### src/rtl/voxel_addr_gen_pkg.sv
`default_nettype none
// ============================================================================
//  Module      : voxel_addr_gen_pkg
//  Description : Shared types and default geometry for the voxel address
//                generator. Holds the address-mode enum, the default axis
//                and bus widths used as parameter defaults, and request /
//                response records sized for the default geometry. These
//                records are used by anything that models the block at its
//                default size.
//  Revision    : 1.0  initial release
// ============================================================================
package voxel_addr_gen_pkg;

    typedef enum logic {
        ADDR_LINEAR = 1'b0,
        ADDR_BRICK  = 1'b1
    } addr_mode_e;

    localparam int C_DEF_AXIS_BITS  = 5;
    localparam int C_DEF_COORD_W    = 7;
    localparam int C_DEF_BRICK_BITS = 2;
    localparam int C_DEF_MEM_AW     = 16;
    localparam int C_DEF_TAG_W      = 8;
    localparam int C_DEF_CNT_W      = 16;

    typedef struct packed {
        logic signed [C_DEF_COORD_W-1:0] x;
        logic signed [C_DEF_COORD_W-1:0] y;
        logic signed [C_DEF_COORD_W-1:0] z;
        logic        [C_DEF_TAG_W-1:0]   tag;
        addr_mode_e                      mode;
        logic        [C_DEF_MEM_AW-1:0]  base;
    } voxel_req_t;

    typedef struct packed {
        logic [C_DEF_MEM_AW-1:0] addr;
        logic                    oob;
        logic [C_DEF_TAG_W-1:0]  tag;
    } voxel_rsp_t;

endpackage : voxel_addr_gen_pkg
`default_nettype wire

### src/rtl/voxel_addr_gen_if.sv
`default_nettype none
// ============================================================================
//  Module      : voxel_addr_gen_if
//  Description : Request/response bundle of the voxel address generator.
//                Request side : in_valid/in_ready, in_x/in_y/in_z (signed),
//                               in_tag, cfg_mode, cfg_base.
//                Response side: out_valid/out_ready, out_addr, out_oob,
//                               out_tag.
//                Side band    : oob_count (saturating), oob_count_clr.
//                master = requester (ray stepper side), slave = generator.
//  Revision    : 1.0  initial release
// ============================================================================
interface voxel_addr_gen_if
    import voxel_addr_gen_pkg::*;
#(
    parameter int COORD_W = C_DEF_COORD_W,
    parameter int TAG_W   = C_DEF_TAG_W,
    parameter int MEM_AW  = C_DEF_MEM_AW,
    parameter int CNT_W   = C_DEF_CNT_W
) ();

    logic                      in_valid;
    logic                      in_ready;
    logic signed [COORD_W-1:0] in_x;
    logic signed [COORD_W-1:0] in_y;
    logic signed [COORD_W-1:0] in_z;
    logic        [TAG_W-1:0]   in_tag;
    logic                      cfg_mode;
    logic        [MEM_AW-1:0]  cfg_base;

    logic                      out_valid;
    logic                      out_ready;
    logic        [MEM_AW-1:0]  out_addr;
    logic                      out_oob;
    logic        [TAG_W-1:0]   out_tag;

    logic        [CNT_W-1:0]   oob_count;
    logic                      oob_count_clr;

    modport master (
        output in_valid, in_x, in_y, in_z, in_tag, cfg_mode, cfg_base,
        output out_ready, oob_count_clr,
        input  in_ready, out_valid, out_addr, out_oob, out_tag, oob_count
    );

    modport slave (
        input  in_valid, in_x, in_y, in_z, in_tag, cfg_mode, cfg_base,
        input  out_ready, oob_count_clr,
        output in_ready, out_valid, out_addr, out_oob, out_tag, oob_count
    );

endinterface : voxel_addr_gen_if
`default_nettype wire

### src/rtl/voxel_addr_layout.sv
`default_nettype none
// ============================================================================
//  Module      : voxel_addr_layout
//  Description : Combinational mapping of in-grid voxel coordinates to a
//                linear offset inside the grid.
//                  linear : {z, y, x}, x in the LSBs
//                  brick  : {z>>B, y>>B, x>>B, z[B-1:0], y[B-1:0], x[B-1:0]}
//                Ports: i_mode (layout select), i_x/i_y/i_z (in-grid coords),
//                       o_offset (X_BITS+Y_BITS+Z_BITS wide).
//  Revision    : 1.0  initial release
// ============================================================================
module voxel_addr_layout
    import voxel_addr_gen_pkg::*;
#(
    parameter int X_BITS     = C_DEF_AXIS_BITS,
    parameter int Y_BITS     = C_DEF_AXIS_BITS,
    parameter int Z_BITS     = C_DEF_AXIS_BITS,
    parameter int BRICK_BITS = C_DEF_BRICK_BITS
) (
    input  addr_mode_e                         i_mode,
    input  logic [X_BITS-1:0]                  i_x,
    input  logic [Y_BITS-1:0]                  i_y,
    input  logic [Z_BITS-1:0]                  i_z,
    output logic [X_BITS+Y_BITS+Z_BITS-1:0]    o_offset
);

    localparam int c_off_w = X_BITS + Y_BITS + Z_BITS;
    localparam int c_b     = BRICK_BITS;

    logic [c_off_w-1:0] w_x;
    logic [c_off_w-1:0] w_y;
    logic [c_off_w-1:0] w_z;
    logic [c_off_w-1:0] w_lo_mask;
    logic [c_off_w-1:0] w_linear;
    logic [c_off_w-1:0] w_brick;

    // The brick layout is built from full-width shifted terms rather than
    // concatenated slices so that BRICK_BITS equal to an axis width (an
    // empty brick-index field) needs no special case.
    always_comb begin
        w_x       = c_off_w'(i_x);
        w_y       = c_off_w'(i_y);
        w_z       = c_off_w'(i_z);
        w_lo_mask = (c_off_w'(1) << c_b) - c_off_w'(1);

        w_linear  = (w_z << (X_BITS + Y_BITS)) | (w_y << X_BITS) | w_x;

        w_brick   = ((w_z >> c_b) << (X_BITS + Y_BITS + c_b))
                  | ((w_y >> c_b) << (X_BITS + 2 * c_b))
                  | ((w_x >> c_b) << (3 * c_b))
                  | ((w_z & w_lo_mask) << (2 * c_b))
                  | ((w_y & w_lo_mask) << c_b)
                  |  (w_x & w_lo_mask);

        o_offset  = (i_mode == ADDR_BRICK) ? w_brick : w_linear;
    end

endmodule : voxel_addr_layout
`default_nettype wire

### src/rtl/voxel_addr_gen.sv
`default_nettype none
// ============================================================================
//  Module      : voxel_addr_gen
//  Description : Two-stage pipelined voxel address generator.
//                Stage 1 bounds-checks the signed coordinates, keeps the
//                in-grid field bits and captures mode/base/tag.
//                Stage 2 applies the layout, adds the base (modulo
//                2^MEM_AW) and presents address/OOB/tag.
//                Ports: clk, rst_n (async assert, active low),
//                       bus (voxel_addr_gen_if.slave: request, response,
//                       oob_count / oob_count_clr).
//  Revision    : 1.0  initial release
// ============================================================================
module voxel_addr_gen
    import voxel_addr_gen_pkg::*;
#(
    parameter int X_BITS     = C_DEF_AXIS_BITS,
    parameter int Y_BITS     = C_DEF_AXIS_BITS,
    parameter int Z_BITS     = C_DEF_AXIS_BITS,
    parameter int COORD_W    = C_DEF_COORD_W,
    parameter int BRICK_BITS = C_DEF_BRICK_BITS,
    parameter int MEM_AW     = C_DEF_MEM_AW,
    parameter int TAG_W      = C_DEF_TAG_W,
    parameter bit DROP_OOB   = 1'b0,
    parameter int CNT_W      = C_DEF_CNT_W
) (
    input  logic              clk,
    input  logic              rst_n,
    voxel_addr_gen_if.slave   bus
);

    localparam int c_off_w = X_BITS + Y_BITS + Z_BITS;

    // ---------------------------------------------------------------------
    // Parameter legality
    // ---------------------------------------------------------------------
    if (COORD_W <= X_BITS || COORD_W <= Y_BITS || COORD_W <= Z_BITS) begin : g_chk_coord_w
        $error("voxel_addr_gen: COORD_W must exceed every axis width");
    end
    if (BRICK_BITS < 1 || BRICK_BITS > X_BITS || BRICK_BITS > Y_BITS ||
        BRICK_BITS > Z_BITS) begin : g_chk_brick_bits
        $error("voxel_addr_gen: BRICK_BITS must lie in 1..min(axis widths)");
    end
    if (MEM_AW < c_off_w) begin : g_chk_mem_aw
        $error("voxel_addr_gen: MEM_AW must hold the full grid offset");
    end

    // ---------------------------------------------------------------------
    // Pipeline registers
    // ---------------------------------------------------------------------
    logic               r_s1_valid,  w_s1_valid_nxt;
    logic               r_s1_oob,    w_s1_oob_nxt;
    logic [X_BITS-1:0]  r_s1_x,      w_s1_x_nxt;
    logic [Y_BITS-1:0]  r_s1_y,      w_s1_y_nxt;
    logic [Z_BITS-1:0]  r_s1_z,      w_s1_z_nxt;
    addr_mode_e         r_s1_mode,   w_s1_mode_nxt;
    logic [MEM_AW-1:0]  r_s1_base,   w_s1_base_nxt;
    logic [TAG_W-1:0]   r_s1_tag,    w_s1_tag_nxt;

    logic               r_s2_valid,  w_s2_valid_nxt;
    logic               r_s2_oob,    w_s2_oob_nxt;
    logic [MEM_AW-1:0]  r_s2_addr,   w_s2_addr_nxt;
    logic [TAG_W-1:0]   r_s2_tag,    w_s2_tag_nxt;

    logic [CNT_W-1:0]   r_oob_count, w_oob_count_nxt;

    logic               w_s2_load;
    logic               w_s1_load;
    logic               w_accept;
    logic               w_in_oob;
    logic               w_s2_emit;
    logic [c_off_w-1:0] w_offset;

    voxel_addr_layout #(
        .X_BITS     (X_BITS),
        .Y_BITS     (Y_BITS),
        .Z_BITS     (Z_BITS),
        .BRICK_BITS (BRICK_BITS)
    ) u_layout (
        .i_mode   (r_s1_mode),
        .i_x      (r_s1_x),
        .i_y      (r_s1_y),
        .i_z      (r_s1_z),
        .o_offset (w_offset)
    );

    always_comb begin
        // A coordinate is in-grid only when every bit above the axis field,
        // sign bit included, is zero; that covers both < 0 and >= 2^BITS.
        w_in_oob  = (|bus.in_x[COORD_W-1:X_BITS]) |
                    (|bus.in_y[COORD_W-1:Y_BITS]) |
                    (|bus.in_z[COORD_W-1:Z_BITS]);

        w_s2_load = !r_s2_valid || bus.out_ready;
        w_s1_load = !r_s1_valid || w_s2_load;
        w_accept  = bus.in_valid && w_s1_load;
        // In drop mode an OOB entry leaves stage 1 as a bubble.
        w_s2_emit = r_s1_valid && !(DROP_OOB && r_s1_oob);

        w_s1_valid_nxt  = r_s1_valid;
        w_s1_oob_nxt    = r_s1_oob;
        w_s1_x_nxt      = r_s1_x;
        w_s1_y_nxt      = r_s1_y;
        w_s1_z_nxt      = r_s1_z;
        w_s1_mode_nxt   = r_s1_mode;
        w_s1_base_nxt   = r_s1_base;
        w_s1_tag_nxt    = r_s1_tag;
        w_s2_valid_nxt  = r_s2_valid;
        w_s2_oob_nxt    = r_s2_oob;
        w_s2_addr_nxt   = r_s2_addr;
        w_s2_tag_nxt    = r_s2_tag;
        w_oob_count_nxt = r_oob_count;

        if (w_s1_load) begin
            w_s1_valid_nxt = bus.in_valid;
            if (bus.in_valid) begin
                w_s1_oob_nxt  = w_in_oob;
                w_s1_x_nxt    = bus.in_x[X_BITS-1:0];
                w_s1_y_nxt    = bus.in_y[Y_BITS-1:0];
                w_s1_z_nxt    = bus.in_z[Z_BITS-1:0];
                w_s1_mode_nxt = addr_mode_e'(bus.cfg_mode);
                w_s1_base_nxt = bus.cfg_base;
                w_s1_tag_nxt  = bus.in_tag;
            end
        end

        // Output data only changes when a new result is loaded, so a held
        // result stays stable and a dropped request never reaches out_tag.
        if (w_s2_load) begin
            w_s2_valid_nxt = w_s2_emit;
            if (w_s2_emit) begin
                w_s2_oob_nxt  = r_s1_oob;
                w_s2_addr_nxt = r_s1_oob ? '0 : (r_s1_base + MEM_AW'(w_offset));
                w_s2_tag_nxt  = r_s1_tag;
            end
        end

        if (bus.oob_count_clr) begin
            w_oob_count_nxt = '0;
        end else if (w_accept && w_in_oob && !(&r_oob_count)) begin
            w_oob_count_nxt = r_oob_count + CNT_W'(1);
        end
    end

    always_ff @(posedge clk or negedge rst_n) begin
        if (!rst_n) begin
            r_s1_valid  <= 1'b0;
            r_s1_oob    <= 1'b0;
            r_s1_x      <= '0;
            r_s1_y      <= '0;
            r_s1_z      <= '0;
            r_s1_mode   <= ADDR_LINEAR;
            r_s1_base   <= '0;
            r_s1_tag    <= '0;
            r_s2_valid  <= 1'b0;
            r_s2_oob    <= 1'b0;
            r_s2_addr   <= '0;
            r_s2_tag    <= '0;
            r_oob_count <= '0;
        end else begin
            r_s1_valid  <= w_s1_valid_nxt;
            r_s1_oob    <= w_s1_oob_nxt;
            r_s1_x      <= w_s1_x_nxt;
            r_s1_y      <= w_s1_y_nxt;
            r_s1_z      <= w_s1_z_nxt;
            r_s1_mode   <= w_s1_mode_nxt;
            r_s1_base   <= w_s1_base_nxt;
            r_s1_tag    <= w_s1_tag_nxt;
            r_s2_valid  <= w_s2_valid_nxt;
            r_s2_oob    <= w_s2_oob_nxt;
            r_s2_addr   <= w_s2_addr_nxt;
            r_s2_tag    <= w_s2_tag_nxt;
            r_oob_count <= w_oob_count_nxt;
        end
    end

    assign bus.in_ready  = w_s1_load;
    assign bus.out_valid = r_s2_valid;
    assign bus.out_addr  = r_s2_addr;
    assign bus.out_oob   = r_s2_oob;
    assign bus.out_tag   = r_s2_tag;
    assign bus.oob_count = r_oob_count;

endmodule : voxel_addr_gen
`default_nettype wire

### src/flat_wrapper.sv
// flat-port wrapper written by rule: the top's interface ports become plain ports
module voxel_addr_gen_flat import voxel_addr_gen_pkg::*;
#(
    parameter int X_BITS     = C_DEF_AXIS_BITS,
    parameter int Y_BITS     = C_DEF_AXIS_BITS,
    parameter int Z_BITS     = C_DEF_AXIS_BITS,
    parameter int COORD_W    = C_DEF_COORD_W,
    parameter int BRICK_BITS = C_DEF_BRICK_BITS,
    parameter int MEM_AW     = C_DEF_MEM_AW,
    parameter int TAG_W      = C_DEF_TAG_W,
    parameter bit DROP_OOB   = 1'b0,
    parameter int CNT_W      = C_DEF_CNT_W
)
  (clk, rst_n, bus_in_valid, bus_in_x, bus_in_y, bus_in_z, bus_in_tag, bus_cfg_mode, bus_cfg_base, bus_out_ready, bus_oob_count_clr, bus_in_ready, bus_out_valid, bus_out_addr, bus_out_oob, bus_out_tag, bus_oob_count);
  voxel_addr_gen_if #(.COORD_W(COORD_W), .TAG_W(TAG_W), .MEM_AW(MEM_AW), .CNT_W(CNT_W)) bus_i ();
  input  logic clk;
  input  logic rst_n;
  input wire logic [$bits(bus_i.in_valid)-1:0] bus_in_valid;
  input wire logic [$bits(bus_i.in_x)-1:0] bus_in_x;
  input wire logic [$bits(bus_i.in_y)-1:0] bus_in_y;
  input wire logic [$bits(bus_i.in_z)-1:0] bus_in_z;
  input wire logic [$bits(bus_i.in_tag)-1:0] bus_in_tag;
  input wire logic [$bits(bus_i.cfg_mode)-1:0] bus_cfg_mode;
  input wire logic [$bits(bus_i.cfg_base)-1:0] bus_cfg_base;
  input wire logic [$bits(bus_i.out_ready)-1:0] bus_out_ready;
  input wire logic [$bits(bus_i.oob_count_clr)-1:0] bus_oob_count_clr;
  output wire logic [$bits(bus_i.in_ready)-1:0] bus_in_ready;
  output wire logic [$bits(bus_i.out_valid)-1:0] bus_out_valid;
  output wire logic [$bits(bus_i.out_addr)-1:0] bus_out_addr;
  output wire logic [$bits(bus_i.out_oob)-1:0] bus_out_oob;
  output wire logic [$bits(bus_i.out_tag)-1:0] bus_out_tag;
  output wire logic [$bits(bus_i.oob_count)-1:0] bus_oob_count;
  assign bus_i.in_valid = bus_in_valid;
  assign bus_i.in_x = bus_in_x;
  assign bus_i.in_y = bus_in_y;
  assign bus_i.in_z = bus_in_z;
  assign bus_i.in_tag = bus_in_tag;
  assign bus_i.cfg_mode = bus_cfg_mode;
  assign bus_i.cfg_base = bus_cfg_base;
  assign bus_i.out_ready = bus_out_ready;
  assign bus_i.oob_count_clr = bus_oob_count_clr;
  assign bus_in_ready = bus_i.in_ready;
  assign bus_out_valid = bus_i.out_valid;
  assign bus_out_addr = bus_i.out_addr;
  assign bus_out_oob = bus_i.out_oob;
  assign bus_out_tag = bus_i.out_tag;
  assign bus_oob_count = bus_i.oob_count;
  voxel_addr_gen #(.X_BITS(X_BITS), .Y_BITS(Y_BITS), .Z_BITS(Z_BITS), .COORD_W(COORD_W), .BRICK_BITS(BRICK_BITS), .MEM_AW(MEM_AW), .TAG_W(TAG_W), .DROP_OOB(DROP_OOB), .CNT_W(CNT_W)) u_core (.clk(clk), .rst_n(rst_n), .bus(bus_i));
endmodule
### config.mk
export PLATFORM = sky130hd
export DESIGN_NAME = voxel_addr_gen_flat
export DESIGN_NICKNAME = d
export VERILOG_FILES = /design/src/rtl/voxel_addr_gen_pkg.sv /design/src/rtl/voxel_addr_gen_if.sv /design/src/rtl/voxel_addr_layout.sv /design/src/rtl/voxel_addr_gen.sv /design/src/flat_wrapper.sv
export SDC_FILE = /design/constraint.sdc
export NUM_CORES = 1
export LEC_CHECK = 0
export ABC_CLOCK_PERIOD_IN_PS = 3600
export BUFFER_PORTS_ARGS = -buffer_cell sky130_fd_sc_hd__buf_2
export CAP_MARGIN = 20
export CORE_ASPECT_RATIO = 0.9
export CORE_UTILIZATION = 54
export DETAILED_ROUTE_END_ITERATION = 8
export GPL_TIMING_DRIVEN = 0
export HOLD_SLACK_MARGIN = 0.08
export PLACE_DENSITY = 0.78
export SETUP_SLACK_MARGIN = 0.2
export SYNTH_ARGS = -nofsm -noshare
export SYNTH_HDL_FRONTEND = slang
export SYNTH_HIERARCHICAL = 1
export SYNTH_SLANG_ARGS = --single-unit
### constraint.sdc
create_clock -name clk -period 3.6 [get_ports clk]
set_clock_uncertainty 0.2 [all_clocks]
set_input_delay 0.18 -clock clk [delete_from_list [all_inputs] [get_ports clk]]
set_output_delay 0.18 -clock clk [all_outputs]
set_load 0.02 [all_outputs]
==> reports/qor.yml <==
placement:
  gp_congestion: 0.8161
  dp_slack_ps: 687.3
  place_hpwl_um: 6757
  portBuffers: 92
critical_path:
  required_ps: 3650
  worstSetupPathType: "reg2reg"
  end_kind: "flop"
  worstPathArrival_ps: 3050
  startpoint_type: "flop"
  reg2reg_depth: 9
  crit_fanout: 10
drt:
  ant_nets: 0
  drcViolationCount: 0
  vias: 3351
  routed_wl_um: 9698
  routedWlPerCell_um: 15.79
  vias_per_cell: 5.458
  first_pass_iters: 4
  drt_iter0_markers: 109
run_status:
  outcome: "completed"
clock_network:
  cts_tree: "done"
  clkLatencyLatePin_ps: 360
  cts_sinks: 84
  cts_root_buf: "clkbuf_8"
  cts_buffer_depth: 2
  clkTransAtPathRegs_ps: 90
  cts_resized: 0
  numCtsBuffers: 9
  htreeDepth: 3
final_layout:
  finalNetCount: 582
  antenna_cells: 0
  fin_util_pct: 73.07
  drive_gt1_share_pct: 34.56
  area_delta_synth_final_pct: 30.39
global_route:
  antenna_found_initial: 0
  track_usage_pct: 25.62
  grt_max_degree: 61
  grt_pass1_vias: 3408
  overflow: 0
  grt_first_pass_wirelength_um: 15820
sta:
  timing.hold.ws_ps: 157.3
  finalWorstSetupSlack_ps: 602.4
  post-route-min-period_ps: 2998
  fin_setup_tns_ps: 0
  worst_pin_slew_ps: 632.0
  slew_violations: 0
  period_share_pct: 83.27
  rsz0062_at_grt: "false"
  max_slew_margin_pct: 57.87
  hold_viol: 0
  fmax_mhz: 333.6
  finalSetupViolCount: 0
yosys:
  yosysUniqueCellTypes: 45
  synth_cells: 361
  synthFlopType: "dfrtp_1"
  async_flop_share_pct: 100.0
  synth_top_cell_by_area: "dfrtp_1"
  yosysWarnings: 6
  synth_area_mm2: 0.004249
  synth_edf_count: 0
  yosysTopAreaCellShare_pct: 49.47
  syn-num-nets: 429
  synth-seq-cells: 84
  synth.yosys.seq_area_share_pct: 49.47
  synth.avg_cell_area_um2: 11.77
  synthTopCellsByArea: "dfrtp_1 (49%), mux2_2 (13%), ha_1 (4.7%), mux2_4 (3.5%), xor2_1 (2.1%)"
floorplanning:
  row_count: 30
  coreArea_mm2: 0.007582
  die_w_um: 95.51
  die_h_um: 86.16
  start_util_pct: 56.04
  die-area_mm2: 0.008228
  pin_count: 94
power:
  leakage_nw: 2.610
  powerDensity_mw_per_mm2: 508.5
  power_mw: 2.817
  vdd_drop_max_mv: 0.3545
run:
  cap_violations: 0
hold_path:
  min_path_type: "in2async"
-- cells in the final DEF (no fill, tap or decap), types with 6 or more instances in the layout --
cell / synthesis / final
dlygate4sd3_1: 0 / 48
clkbuf_8: 0 / 9
dfrtp_1: 84 / 84
xnor2_1: 9 / 9
a21o_1: 7 / 7
buf_2: 0 / 91
a22o_1: 8 / 8
buf_1: 6 / 6
mux2_4: 10 / 10
nand4_1: 8 / 8
nand2_1: 21 / 21
xor2_1: 10 / 10
o21ai_0: 17 / 17
inv_1: 10 / 10
mux2_2: 49 / 49
buf_4: 5 / 6
ha_1: 16 / 16
nand3_1: 9 / 9
nor2_1: 19 / 19
a21oi_1: 14 / 14
-- kinds of logic (layout without fill, tap and decap cells) --
| kind of cell | Yosys count | count (layout) | share of synthesized area [%] |
|---|---|---|---|
| buf+inv | 28 | 185 | 3.269 |
| flops | 84 | 84 | 49.47 |
| xor+xnor | 19 | 19 | 3.916 |
| compound gates | 69 | 69 | 11.31 |
| mux | 60 | 60 | 16.75 |
| simple gates | 84 | 84 | 10.10 |
| fa+ha+maj | 17 | 17 | 5.183 |
-- registers in the layout (all words and copies together) (netlist names) --
name,flops
u_core/r_s1_z,5
u_core/bus.out_valid,1
u_core/bus.out_tag,8
u_core/r_s1_x,5
u_core/bus.oob_count,16
u_core/r_s1_oob,1
u_core/bus.out_oob,1
u_core/r_s1_y,5
u_core/r_s1_tag,8
u_core/r_s1_mode,1
u_core/r_s1_valid,1
u_core/bus.out_addr,16
u_core/r_s1_base,16
-- synthesized netlist by cell type (all sizes together), types with 2 or more instances --
cell and count:
xor2 10, o21bai 3, inv 10, a21o 7, nand4 8, and4 2
ha 16, a22o 8, nand2 21, a32o 2, or3 5, buf 13
and2 2, xnor2 9, nand3 9, o21ai 17, nand2b 5, nor4 2
o31ai 3, nor2b 3, a21oi 14, mux2 59, a41oi 2, a211oi 3
clkbuf 5, dfrtp 84, o21a 3, o41ai 2, and3 3, nor2 19
-- metal layers --
metal / wire [um] / GRT usage (%) / up-vias
met5: 0 / 0 / -
met4: 126 / 6.920 / 0
met3: 412 / 6.738 / 16
met2: 4907 / 45.19 / 90
met1: 4251 / 30.80 / 1635
li1: - / - / 1610
-- final cells by class --
type / instances / area (um2)
clock inverters: 6 / 48.80
clock buffers: 9 / 123.9
repair buffers: 142 / 998.5
plain buffers: 18 / 101.3
inverters: 10 / 37.54
multi-input cells: 249 / 2008
flip-flops and latches: 84 / 2102
fillers: 555 / 2042
well taps: 96 / 120.1
-- repair_timing --
action                                  in CTS  in global routing
endpoints found under the hold margin      133                  0
hold buffers                                48                  0
endpoints found under the setup margin       0                  0
buffers inserted                             0                  0
-- final timing paths --
check | start | to | slack (ps)
worst max-delay path | u_core/r_s1_mode | u_core/bus.out_addr[15] | 600
worst min-delay path | rst_n | u_core/r_s1_base[0] | 160
worst max register to register | u_core/r_s1_mode | u_core/bus.out_addr[15] | 600
worst min register to register | u_core/bus.out_addr[1] | u_core/bus.out_addr[1] | 280
max in group asynchronous | rst_n | u_core/r_s1_base[15] | 2140
min in group clk | u_core/bus.out_addr[1] | u_core/bus.out_addr[1] | 280
-- per-stage QoR --
step           area, um2  std cells
5_1_grt             5540        614
3_5_place_dp        4860        550
3_3_place_gp        4830        549
2_1_floorplan       4249        361
6_report            5540        614
4_1_cts             5513        613
-- worst max-delay path, stage by stage (launching register included) --
cell      delay, ps
dfrtp_1         380
buf_6           180
mux2_4          320
ha_1            230
a211oi_1        310
o21ai_0         220
a41oi_1         480
o21ai_0         200
xor2_1          180
a22o_1          200
-- power breakdown --
part / switching (mW) / leakage, nW / internal [mW] / total, mW
sequential: 0.0878 / 1.04 / 1.10 / 1.18
combinational: 0.550 / 1.49 / 0.483 / 1.03
clock: 0.347 / 0.0783 / 0.252 / 0.599
total: 0.985 / 2.61 / 1.83 / 2.82
Power figures use the tool's default switching activity.
